==> src/rtl/seq_det_ctrl_pkg.sv <==
// Shared encodings for the word scanner: controller states, the two
// detector state sets, and the default word width.
package seq_det_ctrl_pkg;

  localparam int W_DEFAULT = 8;

  typedef enum logic [1:0] {
    IDLE  = 2'd0,
    SHIFT = 2'd1,
    DONE  = 2'd2
  } ctrl_state_t;

  typedef enum logic [1:0] {
    X0 = 2'd0,
    X1 = 2'd1,
    X2 = 2'd2,
    X3 = 2'd3
  } x_state_t;

  typedef enum logic [1:0] {
    Y0 = 2'd0,
    Y1 = 2'd1,
    Y2 = 2'd2
  } y_state_t;

endpackage

==> src/rtl/bit_pattern_fsm.sv <==
// Serial bit detector: x saturates after three 1 bits, y tracks a run of
// two or more adjacent 1 bits. clr has priority over en.
module bit_pattern_fsm
  import seq_det_ctrl_pkg::*;
(
  input  logic clk,
  input  logic reset,
  input  logic clr,
  input  logic en,
  input  logic a,
  output logic x,
  output logic y_now
);

  x_state_t x_state, x_next;
  y_state_t y_state, y_next;

  always_ff @(posedge clk or posedge reset) begin
    if (reset) begin
      x_state <= X0;
      y_state <= Y0;
    end else begin
      x_state <= x_next;
      y_state <= y_next;
    end
  end

  always_comb begin
    x_next = x_state;
    y_next = y_state;
    if (clr) begin
      x_next = X0;
      y_next = Y0;
    end else if (en) begin
      if (a) begin
        case (x_state)
          X0:      x_next = X1;
          X1:      x_next = X2;
          default: x_next = X3;
        endcase
        case (y_state)
          Y0:      y_next = Y1;
          default: y_next = Y2;
        endcase
      end else begin
        y_next = Y0;
      end
    end
  end

  assign x     = (x_state == X3);
  assign y_now = (y_state == Y2);

endmodule

==> src/rtl/seq_det_ctrl.sv <==
// Word scanner: accepts a word in IDLE, shifts it LSB first through the
// pattern detector, then pulses done for one cycle with the results.
module seq_det_ctrl
  import seq_det_ctrl_pkg::*;
#(
  parameter int W = W_DEFAULT
) (
  input  logic                       clk,
  input  logic                       reset,
  input  logic                       start,
  input  logic [W-1:0]               din,
  output logic                       busy,
  output logic                       done,
  output logic                       x_flag,
  output logic                       y_flag,
  output logic [$clog2(W+1)-1:0]     ones_cnt
);

  localparam int CW = $clog2(W+1);

  ctrl_state_t     state, state_next;
  logic [W-1:0]    sreg;
  logic [CW-1:0]   bit_cnt;
  logic            clr;
  logic            en;
  logic            det_x;
  logic            det_y_now;
  logic            y_sticky;

  always_ff @(posedge clk or posedge reset) begin
    if (reset) state <= IDLE;
    else       state <= state_next;
  end

  always_comb begin
    state_next = state;
    busy       = 1'b0;
    done       = 1'b0;
    clr        = 1'b0;
    en         = 1'b0;
    case (state)
      IDLE: begin
        if (start) begin
          clr        = 1'b1;
          state_next = SHIFT;
        end
      end
      SHIFT: begin
        busy = 1'b1;
        en   = 1'b1;
        if (bit_cnt == CW'(W-1)) state_next = DONE;
      end
      DONE: begin
        busy       = 1'b1;
        done       = 1'b1;
        state_next = IDLE;
      end
      default: state_next = IDLE;
    endcase
  end

  // y must stay set once seen in this word even if a later 0 resets the detector
  always_ff @(posedge clk or posedge reset) begin
    if (reset) begin
      sreg     <= '0;
      bit_cnt  <= '0;
      ones_cnt <= '0;
      y_sticky <= 1'b0;
    end else if (clr) begin
      sreg     <= din;
      bit_cnt  <= '0;
      ones_cnt <= '0;
      y_sticky <= 1'b0;
    end else begin
      y_sticky <= y_sticky | det_y_now;
      if (en) begin
        sreg     <= sreg >> 1;
        bit_cnt  <= bit_cnt + CW'(1);
        ones_cnt <= ones_cnt + {{(CW-1){1'b0}}, sreg[0]};
      end
    end
  end

  bit_pattern_fsm u_det (
    .clk   (clk),
    .reset (reset),
    .clr   (clr),
    .en    (en),
    .a     (sreg[0]),
    .x     (det_x),
    .y_now (det_y_now)
  );

  assign x_flag = det_x;
  assign y_flag = y_sticky | det_y_now;

endmodule

==> config.mk <==
export PLATFORM = sky130hd
export DESIGN_NAME = seq_det_ctrl
export DESIGN_NICKNAME = d
export VERILOG_FILES = /design/src/rtl/seq_det_ctrl_pkg.sv /design/src/rtl/bit_pattern_fsm.sv /design/src/rtl/seq_det_ctrl.sv
export SDC_FILE = /design/constraint.sdc
export NUM_CORES = 1
export LEC_CHECK = 0
export BUFFER_PORTS_ARGS = -buffer_cell sky130_fd_sc_hd__buf_2
export CAP_MARGIN = 5
export CORE_MARGIN = 3
export CORE_UTILIZATION = 45
export DETAILED_ROUTE_END_ITERATION = 6
export PLACE_DENSITY = 0.66
export SKIP_LAST_GASP = 1
export SLEW_MARGIN = 10
export SYNTH_ARGS = -nofsm -noshare
export SYNTH_HDL_FRONTEND = slang
export SYNTH_SLANG_ARGS = --single-unit
==> constraint.sdc <==
create_clock -name clk -period 2.3 [get_ports clk]
set_input_delay 0 -clock clk [delete_from_list [all_inputs] [get_ports clk]]
set_output_delay 0 -clock clk [all_outputs]
set_load 0.01 [all_outputs]
==> results.txt, run 1 <==
----------------------------------------------------
[Run status]
  Outcome ... complete, no violations

[Logic synthesis]
  Number of enable flip-flop cells after synthesis ... 0
  Synthesized instance count ... approximately 110
  Count of different cell masters after synthesis ... 24
  Area contributors post-synth ... dfrtp_1 (51%), ha_1 (8.9%), mux2i_1 (8.9%)
  Portion of the post-synthesis area used by sequential elements ... around half
  Area of the mapped netlist ... 1120 µm²
  Mean cell area of the mapped netlist ... 10.7 µm²
  Share of Yosys cell area claimed by the top area cell type ... 51.3%
  Post-Synthesis Net Count ... 124
  Share of flip-flops with an asynchronous set or reset after synthesis ... 100%
  Top flip-flop cell by instance count after synthesis ... dfrtp_1
  Yosys top cell by area ... dfrtp_1
  Number of storage elements in the synthesis netlist ... 23
  Number of warnings reported in the yosys synthesis log ... 0

[GRT]
  All-Layer GR Usage ... between 10% and 20%
  Global-route congestion overflow total ... 0
  Maximum number of pins on one net before global-route repair ... 24
  Via count of the first global-routing pass ... 817
  Antenna violations before repair ... 0
  Global-route wire length before repair ... 3510 µm

[Placement]
  Placed Instances ... 148
  Last weighted congestion value of the routability-driven placer ... 0.674
  Placed wire-length estimate after detailed placement ... around 1400 µm
  Area after DPL ... approximately 1200 µm²
  Count of input and output buffers ... 18

[Worst hold path]
  Min-delay src ... start
  Min-Delay Path Class ... in2reg
  Worst Hold Depth ... 4
  Hold endpoint ... state[0]$_DFFE_PP0P_

[Pwr]
  Cell internal pwr ... 0.953 mW
  Total power consumption of the routed design ... 1.54 mW
  Peak supply drop ... 712 µV
  Switch Pwr ... between 0.5 and 0.6 mW
  Gate power share ... 43.5%
  Clk network pwr share ... 12.3%
  Total power per unit cell area ... approximately 1100 nW/µm²
  Leakage dissipation ... 0.673 nW
  Sw frac ... 38.3%
  Reg power frac ... between 40% and 50%

[Flow run]
  Max_cap viols ... 0

[Drt]
  Average wire per standard cell ... ~12 µm
  Detailed Route WL ... 2000 µm
  Vias per cell ... 5.02
  DRC violation count after routing ... 0
  Total met3 wirelength after detailed routing ... between 100 and 150 µm
  Routed metal-1 wirelength ... 848 µm
  Antenna Nets Post-Route ... 0
  Violation count after the first detailed-route iteration ... 16
  Uppermost routed layer ... met3
  Total number of vias ... between 800 and 900
  Routed length on met2 ... 1050 µm
  1st-pass router iterations ... 4

[Critical path]
  Startpoint types ... flip-flop
  Reg-to-Reg End ... sreg[1]$_DFFE_PP0P_
  Required time reported for the critical path endpoint ... 2.48 ns
  Category of the most critical setup path ... reg2reg
  Endpoint kind of the worst setup timing path ... flip-flop
  Number of cell instances on the worst register-to-register path ... 5
  R2r setup slk ... 0.61 ns
  Critical Path Fanout Max ... 13
  Reg2Reg Launch Point ... state[1]$_DFFE_PP0P_
  Worst endpoint data arrival time ... 1.87 ns

[CTS]
  H-tree Lvls ... 1
  Longest Clk Path Bufs ... 2
  Post-CTS setup-driven buffer insertion count ... 0
  Clock Pin Slew Worst Setup and Hold Paths ... 0.13 ns
  Root buffer cell ... clkbuf_4
  Worst-Skew Late Latency ... 0.31 ns
  Number of clock sinks seen by CTS ... 23
  Clock tree from TritonCTS ... yes
  Number of buffers created by CTS ... 3

[STA]
  Final count of hold timing violations ... 0
  Fraction of the cycle the final worst path needs ... 73.5%
  Maximum clock frequency ... 592 MHz
  Tightest Pin Transition ... 0.851 ns
  Clock skew after layout ... 0.00624 ns
  Number of setup violations in the final report ... 0
  Worst relative slew slack ... 43.2%
  Final worst path period need ... 1.69 ns
  Setup repair after global routing missed its margin ... no
  Worst-case hold slack ... around 0.20 ns
  Max Transition Viols Final ... 0
  Final TNS setup ... 0 ns

[Die]
  Number of standard-cell rows in the floorplan ... 17
  Die outline width ... 55.9 µm
  Starting density of the core ... 48.8%
  Die outline area ... 3130 µm²
  Total core area ... 2300 µm²
  Vertical extent of the die ... 55.9 µm
  Top Ports ... 19

[Final layout]
  Antenna fix cells ... 0
  NumNets Final ... approximately 150
  Layout Area Growth over Synthesis ... 20.3%
  Final design area excluding fillers ... roughly 1300 µm²
  Non-filler cells in the finished layout ... 161
  Fraction of final layout cells sized beyond drive strength 1 ... 18.8%

----------------------------------------------------
worst max-delay path, cell delays in order (launching register included):
cell	delay (ns)
dfrtp_1	0.42
inv_1	0.13
ha_1	0.41
buf_4	0.30
mux2i_1	0.20
o21ai_0	0.10
metal layers:
metal  up-vias  track usage [%]
met2        22             25.3
met5         -                0
met3         0             5.34
met1       383             16.4
li1        403                -
met4         0             2.03
cell type report:
cell class | instances | area, µm²
well taps | 28 | 35.0
multi-input cells | 73 | 502
flip-flops and latches | 23 | 576
fillers | 219 | 948
repair buffers | 29 | 195
clock buffers | 4 | 26.3
inverters | 4 | 15.0
Yosys cell counts (2+ instances only):
library cell / number
dfrtp_1: 23
nand2_1: 11
mux2i_1: 10
nor2_1: 10
ha_1: 8
o21ai_0: 8
a21oi_1: 4
inv_1: 4
xor2_1: 4
nor2b_1: 3
and2_1: 2
buf_2: 2
buf_4: 2
mux2_2: 2
nand2b_1: 2
nand4_1: 2
timing repair:
item,in CTS,in global routing
hold buffers,9,0
hold endpoints to repair,31,0
resized for setup,0,0
through the flow:
step,setup slack [ns],util (%)
floorplan,0.924,-
global placement,0.699,53.6
detailed placement,0.615,53.6
CTS,0.591,58.7
global route,0.451,58.7
finish,0.609,58.7
cell usage in the layout (no fill, tap or decap):
cell,Yosys,final
a211oi_1,1,1
dfrtp_1,23,23
mux2i_1,10,10
clkbuf_4,0,3
a31oi_1,1,1
nand2_1,11,11
xor2_1,4,4
and2_1,2,2
a21o_1,1,1
nand3b_1,1,1
mux2_2,2,2
or3_1,1,1
clkbuf_1,1,1
nand4_1,2,2
inv_1,4,4
nand2b_1,2,2
a21oi_1,4,4
ha_1,8,8
xnor2_1,1,1
nor3_1,1,1
buf_4,2,2
dlygate4sd3_1,0,9
o21ai_0,8,8
nor2b_1,3,3
nor2_1,10,10
buf_2,2,18
worst max path at each step:
stage / start / to / slack [ns]
global placement: state[1]$_DFFE_PP0P_ / sreg[1]$_DFFE_PP0P_ / 0.70
finish: state[1]$_DFFE_PP0P_ / sreg[1]$_DFFE_PP0P_ / 0.61
detailed placement: state[1]$_DFFE_PP0P_ / sreg[1]$_DFFE_PP0P_ / 0.61
CTS: state[1]$_DFFE_PP0P_ / sreg[1]$_DFFE_PP0P_ / 0.59
global route: state[1]$_DFFE_PP0P_ / sreg[1]$_DFFE_PP0P_ / 0.45
floorplan: state[0]$_DFFE_PP0P_ / state[0]$_DFFE_PP0P_ / 0.92
sequential cells by signal, indices dropped and copies added, names as in the netlist:
| signal | flops |
|---|---|
| bit_cnt | 4 |
| ones_cnt | 4 |
| sreg | 8 |
| state | 2 |
| u_det.x_state | 2 |
| u_det.y_state | 2 |
| y_sticky | 1 |
power groups by stage:
stage / clock network (mW) / registers [mW] / logic [mW]
after global placement: 0 / 0.685 / 0.642
final: 0.190 / 0.683 / 0.671
after floorplan: 0 / 0.667 / 0.533
after detailed placement: 0 / 0.692 / 0.670
after global routing: 0.214 / 0.704 / 0.774
after CTS: 0.199 / 0.683 / 0.686
logic make-up after synthesis:
group,after synthesis,synth area share [%]
mux,12,10.9
xor+xnor,5,3.91
flops,23,51.3
simple gates,33,13.7
buf+inv,9,3.91
compound gates,15,7.26
fa+ha+maj,8,8.93
Power figures use the tool's default switching activity.
==> run 2: changes to the inputs <==
Settings changed: PLACE_DENSITY 0.66 to 0.69.
Clock period 2.3 ns to 1.55 ns, I/O delays scaled along.
==> results.txt, run 2 (synthesized netlist as in run 1, its figures left out) <==
----------------------------------------------------
[CTS]
  Worst-Skew Late Latency ... 0.30 ns (about the same)
  Number of clock sinks seen by CTS ... 23 (unchanged)
  Longest Clk Path Bufs ... 2 (unchanged)
  H-tree Lvls ... 1 (unchanged)
  Clock tree from TritonCTS ... yes
  Number of buffers created by CTS ... 3 (unchanged)
  Root buffer cell ... clkbuf_4
  Post-CTS setup-driven buffer insertion count ... 0 (unchanged)
  Clock Pin Slew Worst Setup and Hold Paths ... 0.12 ns (about the same)

[STA]
  Final worst path period need ... 1.44 ns (-0.252 ns)
  Maximum clock frequency ... 695 MHz (+17%)
  Setup repair after global routing missed its margin ... yes
  Worst relative slew slack ... 80.7% (+38 points)
  Fraction of the cycle the final worst path needs ... 92.8% (+19 points)
  Final count of hold timing violations ... 0 (unchanged)
  Worst-case hold slack ... 0.157 ns (-0.0447 ns)
  Tightest Pin Transition ... 0.290 ns (-0.562 ns)
  Clock skew after layout ... 0.00224 ns (-0.00399 ns)
  Max Transition Viols Final ... 0 (unchanged)
  Final TNS setup ... 0 ns (unchanged)
  Number of setup violations in the final report ... 0 (unchanged)

[Critical path]
  Critical Path, Cell by Cell ... inv_1 -> ha_1 -> nor2b_1 -> a21oi_2 -> mux2_2
  Required time reported for the critical path endpoint ... 1.75 ns (-0.73 ns)
  Worst endpoint data arrival time ... 1.64 ns (-0.23 ns)
  Delay of the slowest cell on the worst path ... 0.41 ns (about the same)
  Number of cell instances on the worst register-to-register path ... 5 (unchanged)
  Reg2Reg Launch Point ... state[0]$_DFFE_PP0P_
  Category of the most critical setup path ... reg2reg
  R2r setup slk ... 0.11 ns (-0.50 ns)
  Critical Path Fanout Max ... 4 (-9)
  CP max stage cell ... dfrtp_1
  Setup crit end ... state[1]$_DFFE_PP0P_
  Reg-to-Reg End ... state[1]$_DFFE_PP0P_
  Startpoint types ... flip-flop
  Endpoint kind of the worst setup timing path ... flip-flop
  Startpoint of the worst setup timing path ... state[0]$_DFFE_PP0P_

[Die]
  Number of standard-cell rows in the floorplan ... 17 (unchanged)
  Vertical extent of the die ... 55.9 µm (unchanged)
  Die outline width ... 55.9 µm (unchanged)
  Starting density of the core ... 48.8% (unchanged)
  Top Ports ... 19 (unchanged)
  Total core area ... 2300 µm² (unchanged)
  Die outline area ... 3130 µm² (unchanged)

[GRT]
  Via count of the first global-routing pass ... 810 (-0.86%)
  All-Layer GR Usage ... 14.2% (+0.049 points)
  Maximum number of pins on one net before global-route repair ... 24 (unchanged)
  Global-route wire length before repair ... 3620 µm (+3.1%)
  Global-route congestion overflow total ... 0 (unchanged)
  Antenna violations before repair ... 0 (unchanged)

[Drt]
  Detailed Route WL ... 2000 µm (-0.25%)
  Antenna Nets Post-Route ... 0 (unchanged)
  1st-pass router iterations ... 4 (unchanged)
  Violation count after the first detailed-route iteration ... 18 (+2)
  Total number of vias ... 807 (-0.12%)
  Vias per cell ... 4.92 (-2.0%)
  Average wire per standard cell ... 12.2 µm (-2.1%)
  DRC violation count after routing ... 0 (unchanged)

[Final layout]
  Layout Area Growth over Synthesis ... 23.3%
  Registers with the most flip-flops ... sreg (8), bit_cnt (4), ones_cnt (4)
  Area of the multi-input gates ... 508 µm² (+1.2%)
  Fillers ... 202 (-7.8%)
  Largest register by flop count ... sreg
  NumNets Final ... 156 (+2.0%)
  Antenna fix cells ... 0 (unchanged)
  Most common cell after layout, fill and taps aside ... dfrtp_1
  Sequential cell area in the final layout ... 576 µm² (unchanged)
  Flip-flop count of the largest register after layout ... 8 (unchanged)
  Final core utilization ... 60.2% (+1.5 points)
  Fraction of final layout cells sized beyond drive strength 1 ... 22.8% (+4.0 points)
  Top library cells by usage in the layout, fill and taps aside ... dfrtp_1 (23), buf_2 (18), nand2_1 (11), nor2_1 (10), mux2i_1 (10)

[Run status]
  Outcome ... complete, no violations

[Pwr]
  Peak supply drop ... 1040 µV (+46%)
  Leakage dissipation ... 0.691 nW (+2.7%)
  Total power per unit cell area ... 1680 nW/µm² (+47%)

[Placement]
  Last weighted congestion value of the routability-driven placer ... 0.676 (+0.27%)
  Placed wire-length estimate after detailed placement ... 1360 µm (+0.30%)
  Count of input and output buffers ... 18 (unchanged)

[Worst hold path]
  Min-Delay Path Class ... in2reg
  Worst Hold Depth ... 4 (unchanged)

[Flow run]
  Max_cap viols ... 0 (unchanged)

----------------------------------------------------
[run 2: changes by cell type in the layout (fill, tap and decap cells not counted), sizes merged]
cell,change
buf,+3
clkbuf,-1
clkinv,+1
[run 2: power breakdown]
part	switching, mW	total (mW)	leakage (nW)	internal, mW
Clock	0.171	0.267	0.0177	0.0960
Sequential	0.179	1.02	0.299	0.837
Combinational	0.525	1.04	0.375	0.519
Total	0.875	2.33	0.691	1.45
[run 2: metal layers]
| layer | global-route usage [%] | up-vias | share of wire [%] |
|---|---|---|---|
| met5 | 0 | - | 0 |
| met4 | 4.07 | 0 | 0.85 |
| met3 | 2.55 | 2 | 4.3 |
| met2 | 23.1 | 13 | 49 |
| met1 | 19.4 | 378 | 45 |
| li1 | - | 414 | - |
[run 2: repair_timing]
| item | in CTS | in global routing |
|---|---|---|
| hold buffers | 9 | 0 |
| setup endpoints to repair | 0 | 4 |
| hold endpoints to repair | 31 | 0 |
| gates resized for setup | 0 | 3 |
[run 2: worst min path at each step]
| stage | from | end | slack (ns) |
|---|---|---|---|
| after CTS | start | u_det.y_state[0]$_DFFE_PP0P_ | 0.20 |
| after floorplan | reset | bit_cnt[0]$_DFFE_PP0P_ | 0.002 |
| after detailed placement | reset | sreg[7]$_DFFE_PP0P_ | 0.06 |
| final | start | state[0]$_DFFE_PP0P_ | 0.16 |
| after global placement | reset | state[1]$_DFFE_PP0P_ | 0.06 |
| after global routing | start | state[0]$_DFFE_PP0P_ | 0.18 |
[run 2: through the flow]
stage / setup WS (ns) / std cells / total power [mW] / cell area (µm²)
finish: 0.111 / 164 / 2.33 / 1380
global route: -0.0122 / 164 / 2.57 / 1380
CTS: 0.0541 / 164 / 2.33 / 1370
detailed placement: 0.0664 / 151 / 2.04 / 1250
global placement: 0.138 / 151 / 2.00 / 1250
floorplan: 0.174 / 105 / 1.78 / 1120
[run 2: cell type report]
class                           instances  share of cell area (%)
Multi-Input combinational cell         73                    36.7
Clock inverter                          1                   0.362
Inverter                                4                    1.09
Timing Repair Buffer                   32                    16.0
Clock buffer                            3                    1.63
Tap cell                               28                    2.53
Sequential cell                        23                    41.6
[run 2: critical path: cells and delay by family (launching register included)]
kind | cells | cell delay (ns)
AO/OA/AOI/OAI | 1 | 0.14
adder cells (fa/ha/maj) | 1 | 0.21
buffers and inverters | 1 | 0.10
flip-flops | 1 | 0.41
multiplexers | 1 | 0.35
AND/OR/NAND/NOR | 1 | 0.14
==> run 3: changes to the inputs <==
Settings changed: CAP_MARGIN 5 to 10, CORE_MARGIN 3 to unset.
==> results.txt, run 3 (synthesized netlist as in run 1, its figures left out) <==
----------------------------------------------------
[Final layout]
  Fraction of final layout cells sized beyond drive strength 1 ... 26.2% (+3.4 points)
  Top library cells by usage in the layout, fill and taps aside ... dfrtp_1 (23), buf_2 (18), nand2_1 (11), nor2_1 (10), mux2i_1 (10)
  Layout Area Growth over Synthesis ... 27.0%
  Flip-flop count of the largest register after layout ... 8 (unchanged)
  Largest register by flop count ... sreg
  Final design area excluding fillers ... 1420 µm² (+3.0%)
  Most common cell after layout, fill and taps aside ... dfrtp_1
  Registers with the most flip-flops ... sreg (8), bit_cnt (4), ones_cnt (4)
  NumNets Final ... 161 (+3.2%)
  Antenna fix cells ... 0 (unchanged)
  Fillers ... 183 (-9.4%)

[STA]
  Max Transition Viols Final ... 0 (unchanged)
  Fraction of the cycle the final worst path needs ... 94.1% (+1.3 points)
  Final worst path period need ... 1.46 ns (+0.0195 ns)
  Final count of hold timing violations ... 0 (unchanged)
  Worst relative slew slack ... 79.9% (-0.75 points)
  Clock skew after layout ... 0.00658 ns (+0.00433 ns)
  Final TNS setup ... 0 ns (unchanged)
  Maximum clock frequency ... 686 MHz (-1.3%)
  Number of setup violations in the final report ... 0 (unchanged)
  Tightest Pin Transition ... 0.301 ns (+0.0112 ns)
  Setup repair after global routing missed its margin ... yes
  Final WS setup ... 0.0916 ns (-0.0195 ns)
  Worst-case hold slack ... 0.156 ns (-0.000279 ns)

[Critical path]
  Required time reported for the critical path endpoint ... 1.76 ns (about the same)
  Category of the most critical setup path ... reg2reg
  Endpoint kind of the worst setup timing path ... flip-flop
  Total buffers and inverters traversed by the critical path ... 1 (unchanged)
  CP max stage cell ... dfrtp_1
  Number of cell instances on the worst register-to-register path ... 5 (unchanged)
  Critical Path Fanout Max ... 4 (unchanged)
  Startpoint types ... flip-flop
  Critical Path, Cell by Cell ... inv_1 -> ha_1 -> nor2b_1 -> a21oi_2 -> mux2_2
  Delay of the slowest cell on the worst path ... 0.41 ns (about the same)
  Critical Path Stages ... 5 (unchanged)
  Worst endpoint data arrival time ... 1.67 ns (+0.03 ns)
  Top delay family on crit path ... flip-flops

[Pwr]
  Sw frac ... 37.6% (about the same)
  Total power per unit cell area ... 1740 nW/µm² (+3.5%)
  Cell internal pwr ... 1.55 mW (+6.6%)
  Reg power frac ... 40.9% (-2.8 points)
  Gate power share ... 47.7% (+2.8 points)
  Leakage dissipation ... 0.717 nW (+3.8%)
  Peak supply drop ... 949 µV (-8.7%)
  Switch Pwr ... 0.933 mW (+6.5%)
  Clk network pwr share ... 11.5% (about the same)
  Total power consumption of the routed design ... 2.48 mW (+6.6%)

[CTS]
  Root buffer cell ... clkbuf_4
  Longest Clk Path Bufs ... 2 (unchanged)
  Clock Pin Slew Worst Setup and Hold Paths ... 0.13 ns (about the same)
  Clock tree from TritonCTS ... yes
  Number of clock sinks seen by CTS ... 23 (unchanged)
  Number of buffers created by CTS ... 3 (unchanged)
  H-tree Lvls ... 1 (unchanged)
  Worst-Skew Late Latency ... 0.31 ns (about the same)

[Drt]
  Total number of vias ... 842 (+4.3%)
  Antenna Nets Post-Route ... 0 (unchanged)
  1st-pass router iterations ... 4 (unchanged)
  Violation count after the first detailed-route iteration ... 7 (-11)
  DRC violation count after routing ... 0 (unchanged)
  Average wire per standard cell ... 12.5 µm (+3.1%)
  Vias per cell ... 4.98 (+1.3%)
  Detailed Route WL ... 2120 µm (+6.2%)

[Placement]
  Last weighted congestion value of the routability-driven placer ... 0.662 (-2.0%)
  Placed wire-length estimate after detailed placement ... 1400 µm (+2.4%)
  Worst setup timing slack at the placement stage ... 0.0270 ns (-0.0394 ns)
  Count of input and output buffers ... 18 (unchanged)
  Area after DPL ... 1250 µm² (unchanged)

[GRT]
  Global-route wire length before repair ... 3450 µm (-4.7%)
  Antenna violations before repair ... 0 (unchanged)
  Via count of the first global-routing pass ... 839 (+3.6%)
  Maximum number of pins on one net before global-route repair ... 24 (unchanged)
  All-Layer GR Usage ... 17.9% (+3.7 points)
  Global-route congestion overflow total ... 0 (unchanged)

[Die]
  Top Ports ... 19 (unchanged)
  Starting density of the core ... 49.3% (+0.46 points)
  Die outline width ... 51.9 µm (-7.2%)
  Die outline area ... 2690 µm² (-14%)
  Total core area ... 2280 µm² (-0.93%)
  Vertical extent of the die ... 51.9 µm (-7.2%)
  Number of standard-cell rows in the floorplan ... 17 (unchanged)

[Flow run]
  Max_cap viols ... 0 (unchanged)

[Worst hold path]
  Min-Delay Path Class ... in2reg
  Worst Hold Depth ... 4 (unchanged)

[Run status]
  Outcome ... complete, no violations

----------------------------------------------------
-- run 3: worst paths after layout --
check | startpoint | end | slack [ns]
max reg2reg | state[0]$_DFFE_PP0P_ | state[1]$_DFFE_PP0P_ | 0.09
max | state[0]$_DFFE_PP0P_ | state[1]$_DFFE_PP0P_ | 0.09
min reg2reg | u_det.x_state[0]$_DFFE_PP0P_ | u_det.x_state[0]$_DFFE_PP0P_ | 0.53
max in group asynchronous | reset | sreg[0]$_DFFE_PP0P_ | 1.06
min in group asynchronous | reset | u_det.x_state[1]$_DFFE_PP0P_ | 0.25
min | start | state[0]$_DFFE_PP0P_ | 0.16
-- run 3: what timing repair did --
item	CTS	global route
endpoints found under the hold margin	31	0
setup endpoints to repair	1	3
setup buffers	0	5
pin swaps	0	0
resized for setup	1	4
hold buffers	9	0
-- run 3: per-stage QoR --
stage,util [%],instances
floorplan,-,105
global placement,55.1,151
detailed placement,55.1,151
CTS,60.5,164
global route,62.6,169
finish,62.6,169
-- run 3: worst reg2reg max path, cell delays in order, from the launching register on --
cell	delay, ns
dfrtp_1	0.41
inv_1	0.10
ha_1	0.21
nor2b_1	0.14
a21oi_2	0.14
mux2_2	0.35
-- run 3: power groups by stage --
stage | Clock (mW) | Combinational [mW] | Sequential [mW]
6_report | 0.284 | 1.18 | 1.01
5_1_grt | 0.311 | 1.32 | 1.04
4_1_cts | 0.291 | 1.07 | 1.01
3_5_place_dp | 0 | 1.04 | 1.02
3_3_place_gp | 0 | 0.981 | 1.01
2_1_floorplan | 0 | 0.792 | 0.990
-- run 3: area by class of cell --
| cell class | count | area [µm²] | share of cell area [%] |
|---|---|---|---|
| clock buffer | 3 | 22.5 | 1.58 |
| tap | 28 | 35.0 | 2.46 |
| timing repair buffer | 37 | 263 | 18.5 |
| multi-input combinational | 73 | 508 | 35.7 |
| sequential | 23 | 576 | 40.4 |
| clock inverter | 1 | 5.00 | 0.351 |
| inverter | 4 | 15.0 | 1.05 |
-- run 3: metal layers --
layer	wire length, µm	vias up	part of all wire [%]	GRT usage (%)
met5	0	-	0	0
met4	33	0	1.6	9.01
met3	80	6	3.8	3.80
met2	1060	24	50	30.3
met1	946	391	45	21.0
li1	-	421	-	-
